`src/rtl/ir_pkg.sv`:
```
// Shared NEC IR definitions: command bytes, default address, frame builder and
// the state encoding of the command-queue output FSM.
package ir_pkg;

  localparam logic [7:0]  NEC_RIGHT        = 8'h62;
  localparam logic [7:0]  NEC_UP           = 8'h60;
  localparam logic [7:0]  NEC_DOWN         = 8'h61;
  localparam logic [7:0]  NEC_LEFT         = 8'h65;
  localparam logic [15:0] NEC_ADDR_DEFAULT = 16'h0707;

  // Output FSM states of the command queue.
  typedef enum logic [1:0] {
    ST_IDLE  = 2'd0,
    ST_OFFER = 2'd1,
    ST_GAP   = 2'd2
  } ir_state_e;

  // NEC frame as sent LSB-first by the encoder: address, command, inverted command.
  function automatic logic [31:0] nec_frame(input logic [15:0] addr16,
                                            input logic [7:0]  cmd8);
    return {~cmd8, cmd8, addr16};
  endfunction

endpackage

```
`src/rtl/ir_cmd_fifo.sv`:
```
// Synchronous show-ahead byte FIFO. dout always shows the oldest entry so the
// reader can consume it in the same cycle it asserts pop. Pointers carry one
// extra wrap bit so full and empty are distinguishable without a counter.
module ir_cmd_fifo #(
  parameter  int DEPTH = 4,
  parameter  int W     = 8,
  localparam int AW    = $clog2(DEPTH)
) (
  input  logic          clk,
  input  logic          rst,
  input  logic          push,
  input  logic          pop,
  input  logic [W-1:0]  din,
  output logic [W-1:0]  dout,
  output logic          full,
  output logic          empty,
  output logic [AW:0]   level
);

  logic [W-1:0] r_mem [DEPTH];
  logic [AW:0]  r_wr_ptr;
  logic [AW:0]  r_rd_ptr;
  logic [AW:0]  w_level;
  logic         w_do_push;
  logic         w_do_pop;

  assign w_level   = r_wr_ptr - r_rd_ptr;
  assign level     = w_level;
  assign full      = (w_level == (AW+1)'(DEPTH));
  assign empty     = (r_wr_ptr == r_rd_ptr);
  assign dout      = r_mem[r_rd_ptr[AW-1:0]];
  // Guards keep the pointers coherent even if a caller misbehaves.
  assign w_do_push = push && !full;
  assign w_do_pop  = pop && !empty;

  // Pointer update; reset empties the queue.
  always_ff @(posedge clk or posedge rst) begin
    if (rst) begin
      r_wr_ptr <= '0;
      r_rd_ptr <= '0;
    end else begin
      if (w_do_push) r_wr_ptr <= r_wr_ptr + (AW+1)'(1);
      if (w_do_pop)  r_rd_ptr <= r_rd_ptr + (AW+1)'(1);
    end
  end

  // Storage write; contents are meaningless until pointed at, so no reset.
  always_ff @(posedge clk) begin
    if (w_do_push) r_mem[r_wr_ptr[AW-1:0]] <= din;
  end

endmodule

```
`src/rtl/ir_cmd_queue.sv`:
```
// Key-press command queue in front of the NEC IR encoder.
// Press pulses set per-key pending bits (repeats merge and flag coalesced),
// a lowest-index-first arbiter moves pending keys into a byte FIFO, and an
// output FSM offers one frame at a time with a minimum gap after each transfer.
//
// Handshake: valid rises only with a fully built cmd and both stay stable
// until a rising edge with valid && ready; that edge is the transfer, and
// valid drops for at least GAP_CYCLES cycles afterwards.
module ir_cmd_queue
  import ir_pkg::*;
#(
  parameter  logic [15:0] ADDR       = NEC_ADDR_DEFAULT,
  parameter  logic [7:0]  CMD_K0     = NEC_RIGHT,
  parameter  logic [7:0]  CMD_K1     = NEC_UP,
  parameter  logic [7:0]  CMD_K2     = NEC_DOWN,
  parameter  logic [7:0]  CMD_K3     = NEC_LEFT,
  parameter  int          DEPTH      = 4,
  parameter  int          GAP_CYCLES = 1000000,
  localparam int          LW         = $clog2(DEPTH) + 1
) (
  input  logic            clk25,
  input  logic            rst,
  input  logic [3:0]      key_pressed,
  output logic [31:0]     cmd,
  output logic            valid,
  input  logic            ready,
  output logic [LW-1:0]   level,
  output logic            coalesced,
  output ir_state_e       dbg_state
);

  localparam int             CW       = $clog2(GAP_CYCLES + 1);
  localparam logic [CW-1:0]  GAP_LAST = CW'(GAP_CYCLES - 1);

  logic [3:0]    r_pending;
  logic          r_coalesced;
  logic [3:0]    w_clr;
  logic [7:0]    w_push_byte;
  logic          w_push;
  logic          w_pop;
  logic [7:0]    w_fifo_dout;
  logic          w_fifo_full;
  logic          w_fifo_empty;
  logic [LW-1:0] w_fifo_level;

  ir_state_e     r_state;
  ir_state_e     w_state_next;
  logic [CW-1:0] r_gap_cnt;
  logic [31:0]   r_cmd;

  // Arbiter: lowest-index pending key wins a FIFO slot whenever one is free.
  always_comb begin
    w_clr       = 4'b0000;
    w_push_byte = 8'h00;
    if (!w_fifo_full) begin
      if (r_pending[0]) begin
        w_clr       = 4'b0001;
        w_push_byte = CMD_K0;
      end else if (r_pending[1]) begin
        w_clr       = 4'b0010;
        w_push_byte = CMD_K1;
      end else if (r_pending[2]) begin
        w_clr       = 4'b0100;
        w_push_byte = CMD_K2;
      end else if (r_pending[3]) begin
        w_clr       = 4'b1000;
        w_push_byte = CMD_K3;
      end
    end
  end

  assign w_push = |w_clr;

  // Pending capture: a new press beats the arbiter's clear on the same bit;
  // a press onto a bit that stays pending is merged and reported.
  always_ff @(posedge clk25 or posedge rst) begin
    if (rst) begin
      r_pending   <= 4'b0000;
      r_coalesced <= 1'b0;
    end else begin
      r_pending   <= (r_pending & ~w_clr) | key_pressed;
      r_coalesced <= |(key_pressed & r_pending & ~w_clr);
    end
  end

  ir_cmd_fifo #(
    .DEPTH (DEPTH),
    .W     (8)
  ) u_fifo (
    .clk   (clk25),
    .rst   (rst),
    .push  (w_push),
    .pop   (w_pop),
    .din   (w_push_byte),
    .dout  (w_fifo_dout),
    .full  (w_fifo_full),
    .empty (w_fifo_empty),
    .level (w_fifo_level)
  );

  // Output FSM next-state: pop in IDLE, wait for the transfer, then sit out the gap.
  always_comb begin
    w_state_next = r_state;
    w_pop        = 1'b0;
    case (r_state)
      ST_IDLE: begin
        if (!w_fifo_empty) begin
          w_pop        = 1'b1;
          w_state_next = ST_OFFER;
        end
      end
      ST_OFFER: begin
        if (ready) w_state_next = ST_GAP;
      end
      ST_GAP: begin
        if (r_gap_cnt == GAP_LAST) w_state_next = ST_IDLE;
      end
      default: w_state_next = ST_IDLE;
    endcase
  end

  // FSM state, gap counter and frame register; cmd keeps its last frame through the gap.
  always_ff @(posedge clk25 or posedge rst) begin
    if (rst) begin
      r_state   <= ST_IDLE;
      r_gap_cnt <= '0;
      r_cmd     <= 32'h0;
    end else begin
      r_state <= w_state_next;
      if (r_state == ST_OFFER && ready) begin
        r_gap_cnt <= '0;
      end else if (r_state == ST_GAP && r_gap_cnt != GAP_LAST) begin
        r_gap_cnt <= r_gap_cnt + CW'(1);
      end
      if (w_pop) r_cmd <= nec_frame(ADDR, w_fifo_dout);
    end
  end

  assign cmd       = r_cmd;
  assign valid     = (r_state == ST_OFFER);
  assign level     = w_fifo_level;
  assign coalesced = r_coalesced;
  assign dbg_state = r_state;

endmodule

```
`config.mk`:
```
export PLATFORM = sky130hd
export DESIGN_NAME = ir_cmd_queue
export DESIGN_NICKNAME = d
export VERILOG_FILES = /design/src/rtl/ir_pkg.sv /design/src/rtl/ir_cmd_fifo.sv /design/src/rtl/ir_cmd_queue.sv
export SDC_FILE = /design/constraint.sdc
export NUM_CORES = 1
export LEC_CHECK = 0
export BUFFER_PORTS_ARGS = -buffer_cell sky130_fd_sc_hd__buf_2
export CAP_MARGIN = 25
export CORE_AREA = 2 2 164 86
export CTS_CLUSTER_DIAMETER = 60
export DETAILED_ROUTE_END_ITERATION = 8
export DIE_AREA = 0 0 166 88
export REMOVE_ABC_BUFFERS = 1
export SKIP_LAST_GASP = 1
export SLEW_MARGIN = 20
export SYNTH_ARGS = -nofsm -noshare
export SYNTH_HDL_FRONTEND = slang
export SYNTH_HIERARCHICAL = 1
export SYNTH_SLANG_ARGS = --single-unit
export TNS_END_PERCENT = 100
```
`constraint.sdc`:
```
create_clock -name clk25 -period 3.65 [get_ports clk25]
set_clock_uncertainty 0.1 [all_clocks]
set_input_delay 0.73 -clock clk25 [delete_from_list [all_inputs] [get_ports clk25]]
set_output_delay 0.73 -clock clk25 [all_outputs]
set_load 0.02 [all_outputs]
```
==> results of run 1 <==
-- placed cells by master, fill, tap and decap left out, types with 4 or more instances in the layout --
master	count
a21oi_1	10
edfxtp_1	32
o31ai_1	4
clkbuf_16	9
nand2_1	50
ha_1	8
dfrtp_1	50
nor2_1	14
nand4_1	9
and2_2	5
mux4_2	8
buf_2	35
xnor2_1	4
xor2_1	4
conb_1	22
nand3_1	11
inv_1	13
o21ai_0	18
nand2b_1	6
-- metal layers --
metal  vias up  share of wire (%)  GRT usage [%]
li1       1243                  -              -
met1      1279                 54           18.9
met2        83                 38           15.2
met3         9                7.0           3.75
met4         0               0.83           3.08
met5         -                  0              0
-- report_power, final --
part           total [W]  internal [W]  switching, W  leakage (nW)
sequential       0.00167       0.00143      0.000238         0.917
clock           0.000884      0.000528      0.000356         0.136
combinational    0.00177      0.000651       0.00112         0.810
-- critical path: stages (launching register included) --
cell and delay [ns]:
dfrtp_1 0.63, inv_1 0.16, fa_1 0.46, xnor3_2 0.29, and2_2 0.27, or3_1 0.45
nor3b_1 0.53
-- through the flow --
stage | worst slack (ns) | power, W
detailed placement | 0.521 | 0.00347
CTS | 0.494 | 0.00437
floorplan | 0.618 | 0.00284
global route | 0.299 | 0.00462
finish | 0.472 | 0.00432
global placement | 0.638 | 0.00342
-- logic make-up (layout without fill, tap and decap cells) --
kind of cell             count (synthesis)  after routing  share of synthesized area, %
adder cells (fa/ha/maj)                  9              9                          3.09
other                                    1             22                        0.0966
multiplexers                            12             12                          5.70
XOR/XNOR                                 9              9                          2.42
AND/OR/NAND/NOR                        126            126                          17.2
AO/OA/AOI/OAI                           50             50                          8.34
flip-flops                              82             82                          57.0
buffers and inverters                   41             69                          6.15
-- path summary, 6_finish.rpt --
kind                                             endpoint  cells past startpoint
max                          u_fifo/r_mem[2][2]$_DFFE_PP_                      6
min                        u_fifo/r_wr_ptr[2]$_DFFE_PP0P_                      2
max reg2reg                  u_fifo/r_mem[2][2]$_DFFE_PP_                      6
min reg2reg                           cmd[23]$_DFFE_PP0P_                      2
max in group asynchronous             cmd[19]$_DFFE_PP0P_                      2
min in group clk25                    cmd[23]$_DFFE_PP0P_                      2
-- state kept, by name, summed over array words and instances, names as in the netlist --
| signal | cells |
|---|---|
| u_fifo/r_rd_ptr | 3 |
| r_gap_cnt | 20 |
| cmd | 17 |
| coalesced | 1 |
| u_fifo/r_mem | 32 |
| r_pending | 4 |
| dbg_state | 2 |
| u_fifo/r_wr_ptr | 3 |
-- area by class of cell --
cell class / instances / area, um^2
timing repair buffer: 38 / 198
inverter: 15 / 57.6
clock buffer: 11 / 233
multi-input combinational: 228 / 1510
tap: 176 / 220
clock inverter: 5 / 55.1
sequential: 82 / 2210
fill: 1313 / 8690
==> flow_summary.toml, run 1 <==
[yosys]
syn_area_mm2 = 0.00388
ys_top_cells_by_area = "dfrtp_1, edfxtp_1, nand2_1"
netlist_top_cells_count = "dfrtp_1, nand2_1, edfxtp_1"
synthFlopType = "dfrtp_1"
synth_top_area_share_pct = 32.2
yosys.cell_types.count = 60
ys_seq_area_share_pct = 57.0
synth_seq_cells = 82
synth_edf_count = 32
ys_warn_count = 6
yosysTopAreaCell = "dfrtp_1"
syn_inst = 330
syn_avg_cell_area_um2 = 11.8
ys_async_sr_fraction_pct = 61.0

[timing]
period_needed_ns = 3.18
timing.hold.ws_ns = 0.233
worst_pin_slew_ns = 0.804
slew_headroom_pct = 46.4
fin_setup_tns_ns = 0
drv_slew = 0
hold_viol_final = 0
finalSetupViolCount = 0
rsz0062_at_grt = "false"
post-route-period-util_pct = 87.1
fmax_ghz = 0.315

[pwr]
powerDensity_mw_per_mm2 = 964
leakage_nw = 1.86
peakVddDrop_mv = 0.506

[finish]
final_layout_size_suffix_gt1_share_pct = 21.1
final_cell_area_mm2 = 0.00449
nets = 390
area_growth_pct = 15.5
finalNonFillerCells = 555
postLayoutCoreUtil_pct = 34.1
antenna_cells = 0

[die]
rows = 30
die_h_um = 88
die_area_mm2 = 0.0146
ios = 46
start_util_pct = 29.5
core-area_mm2 = 0.0132
die_x_um = 166

[routing]
drt_pass1_iterations = 5
wire_per_inst_um = 15.0
wl_mm = 8.35
first_iter_violations = 222
vias = 2614
drc = 0
drtAntennaViolNets = 0
via_per_inst = 4.71

[placement]
port_buffers = 35
gp_congestion = 0.806
hpwl_mm = 6.10
postPlaceCellArea_mm2 = 0.00420
post-place-cells = 539

[critical_path]
cp_max_fo = 11
cp.required_ns = 3.61
cp.arrival_ns = 3.14
worstSetupPathType = "flip-flop to flip-flop"
crit_start = "u_fifo/r_rd_ptr[1]$_DFFE_PP0P_"
rrSetupSlack_ns = 0.47
start_kind = "flip-flop"
crit_path_end_kind = "flip-flop"
reg2reg_from = "u_fifo/r_rd_ptr[1]$_DFFE_PP0P_"

[grt]
grt_overflow_total = 0
grtUsageTotal_pct = 11.9
grt_pass1_vias = 2341
grt_pass1_wl_mm = 13.2
grt_max_degree = 45
grt_antenna_before_repair = 0

[hold_path]
hold_class = "input pin to asynchronous set/reset pin"

[clocking]
path_clk_slew_ns = 0.06
cts_tree = "yes"
post-cts-setup-buffers = 0
cts_inserted_buffers = 9
clk_path_buf_depth = 2
clock_tree.root_cell = "clkbuf_16"
cts_sinks = 82
cts_max_level = 3
cts.repair.resized = 0
worstSkewPairLatency_ns = 0.33
holdBufCountCts = 0

[outcome]
outcome = "finished, final reports clean"

[job]
max_cap_viol_count = 0
Power figures use the tool's default switching activity.
==> inputs of run 2 (changes only) <==
CORE_AREA = 2 2 142 75   (was 2 2 164 86)
DIE_AREA = 0 0 144 77   (was 0 0 166 88)
MAX_ROUTING_LAYER = met4   (was default)
SYNTH_HIERARCHICAL = default   (was 1)
==> flow_summary.toml, run 2 <==
[outcome]
outcome = "finished, final reports clean"

[critical_path]
crit_path_end_kind = "flip-flop"
rr_worst_depth = 6
reg2reg_from = "u_fifo.r_rd_ptr[0]$_DFFE_PP0P_"
cp_max_fo = 11
cp.arrival_ns = 2.75
worstSetupPathType = "flip-flop to flip-flop"
start_kind = "flip-flop"
r2r_end = "u_fifo.r_mem[3][5]$_DFFE_PP_"
rrSetupSlack_ns = 0.82
cp.required_ns = 3.57

[yosys]
ys_seq_area_share_pct = 53.4
synthFlopType = "dfrtp_1"
synth_edf_count = 16
yosys.cell_types.count = 46
synth_seq_cells = 58
yosysTopAreaCell = "dfrtp_1"
synth_top_area_share_pct = 36.7
netlist_top_cells_count = "dfrtp_1, buf_4, nand2_1"
ys_top_cells_by_area = "dfrtp_1, edfxtp_1, buf_4"
syn_inst = 250
syn_avg_cell_area_um2 = 11.5
ys_warn_count = 0
synth.most_common_cell = "dfrtp_1"
ys_async_sr_fraction_pct = 72.4
syn_area_mm2 = 0.00287

[clocking]
cts_sinks = 58
post-cts-setup-buffers = 0
holdBufCountCts = 0
clk_path_buf_depth = 2
cts_max_level = 3
cts.repair.resized = 0
clock_tree.root_cell = "clkbuf_16"
cts_inserted_buffers = 9
path_clk_slew_ns = 0.05
worstSkewPairLatency_ns = 0.33
cts_tree = "yes"

[grt]
met1_usage_pct = 19.1
grtUsageTotal_pct = 12.4
grt_antenna_before_repair = 0
grt.busiest_layer = "met1"
grt_util_met2_pct = 13.8
grt_pass1_wl_mm = 9.84
grt_overflow_total = 0
grt_pass1_vias = 1764
grt_max_degree = 21
gr-usage-met3_pct = 4.75

[finish]
area_growth_pct = 16.7
nFillCells = 998
nets = 297
regMostFlops = "r_gap_cnt"
final_cell_area_mm2 = 0.00335
largest_register_ffs = 20
final_layout_size_suffix_gt1_share_pct = 20.3
finalNonFillerCells = 426
layout_commonest_cell = "dfrtp_1"
postLayoutCoreUtil_pct = 33.9
antenna_cells = 0
mostFrequentLayoutCells = "dfrtp_1, buf_2, nand2_1"

[routing]
drt_pass1_iterations = 4
wl_mm = 5.98
drc = 0
drtAntennaViolNets = 0
vias = 1932
wire_per_inst_um = 14.0
via_per_inst = 4.54
first_iter_violations = 133

[die]
die_x_um = 144
rows = 26
ios = 46
die_area_mm2 = 0.0111
core-area_mm2 = 0.00986
start_util_pct = 29.1
die_h_um = 77

[pwr]
leakage_nw = 1.50
p_comb_share_pct = 16.7
p_sw_w = 0.000536
p_seq_share_pct = 44.0
peakVddDrop_mv = 0.224
p_clk_share_pct = 39.3
powerDensity_mw_per_mm2 = 572
power_w = 0.00191
p_int_w = 0.00138
sw_frac_of_total_pct = 28.0

[job]
max_cap_viol_count = 0

[placement]
hpwl_mm = 4.37
port_buffers = 32
postPlaceCellArea_mm2 = 0.00308
gp_congestion = 0.815
post-place-cells = 410

[timing]
slew_headroom_pct = 49.7
post-route-period-util_pct = 77.6
period_needed_ns = 2.83
fmax_ghz = 0.353
fin_setup_tns_ns = 0
drv_slew = 0
finalSetupViolCount = 0
worst_pin_slew_ns = 0.749
hold_viol_final = 0
rsz0062_at_grt = "false"

[hold_path]
hold_class = "input pin to asynchronous set/reset pin"
run 2: cell types whose count changed in the layout (fill, tap and decap cells not counted), sizes merged, moves of 4 or more:
cell and change:
a21oi -6, conb -9, dfrtp -8, edfxtp -16, mux4 -4, nand2 -33, nand2b -4, nand4 -5
o211ai +4, xor2 +4
run 2: power by group through the flow:
stage	registers [W]	logic (W)	clock network (W)
floorplan	0.000835	0.000226	0
global placement	0.000852	0.000324	0
detailed placement	0.000852	0.000321	0
CTS	0.000841	0.000323	0.000768
global route	0.000852	0.000363	0.000795
finish	0.000842	0.000319	0.000752
run 2: final cells by class:
class | instances | area, um^2 | share of cell area [%]
clock buffers | 12 | 246 | 7.37
clock inverters | 4 | 17.5 | 0.524
flip-flops and latches | 58 | 1530 | 45.8
multi-input cells | 161 | 1130 | 33.8
well taps | 140 | 175 | 5.24
repair buffers | 35 | 183 | 5.46
inverters | 16 | 60.1 | 1.80
run 2: logic make-up after synthesis:
group                      share of synthesized area (%)
AOI/OAI and AO/OA                                   11.1
other                                              0.131
adders and majority gates                           4.19
DFF                                                 53.4
and+or+nand+nor                                     14.6
xor gates and xnor gates                            4.80
buffers and inverters                               8.64
muxes                                               3.14
run 2: critical path: stages, from the launching register on:
cell and delay (ns):
dfrtp_1 0.51, ha_1 0.29, fa_1 0.39, xor3_1 0.22, and3_1 0.28, a21oi_2 0.39, and2_1 0.32
run 2: per-layer routing:
metal | part of all wire, % | up-vias
met5 | 0 | -
met4 | 1.9 | 0
met3 | 7.7 | 14
met2 | 36 | 70
met1 | 54 | 935
li1 | - | 913
run 2: metrics by stage:
step                      setup WS [ns]  hold WS [ns]
after detailed placement          0.887         0.381
after global placement            0.971         0.372
after CTS                         0.828         0.380
final                             0.818         0.362
after global routing              0.633         0.404
after floorplan                    1.05         0.368
run 2: how the worst max path moves through the flow:
stage / slack, ns / cells after the start / from / endpoint
floorplan: 1.05 / 6 / u_fifo.r_rd_ptr[0]$_DFFE_PP0P_ / u_fifo.r_mem[3][0]$_DFFE_PP_
global placement: 0.97 / 6 / u_fifo.r_rd_ptr[0]$_DFFE_PP0P_ / u_fifo.r_mem[3][1]$_DFFE_PP_
CTS: 0.83 / 6 / u_fifo.r_rd_ptr[0]$_DFFE_PP0P_ / u_fifo.r_mem[3][2]$_DFFE_PP_
finish: 0.82 / 6 / u_fifo.r_rd_ptr[0]$_DFFE_PP0P_ / u_fifo.r_mem[3][5]$_DFFE_PP_
global route: 0.63 / 6 / u_fifo.r_rd_ptr[0]$_DFFE_PP0P_ / u_fifo.r_mem[1][2]$_DFFE_PP_
detailed placement: 0.89 / 6 / u_fifo.r_rd_ptr[0]$_DFFE_PP0P_ / u_fifo.r_mem[3][2]$_DFFE_PP_
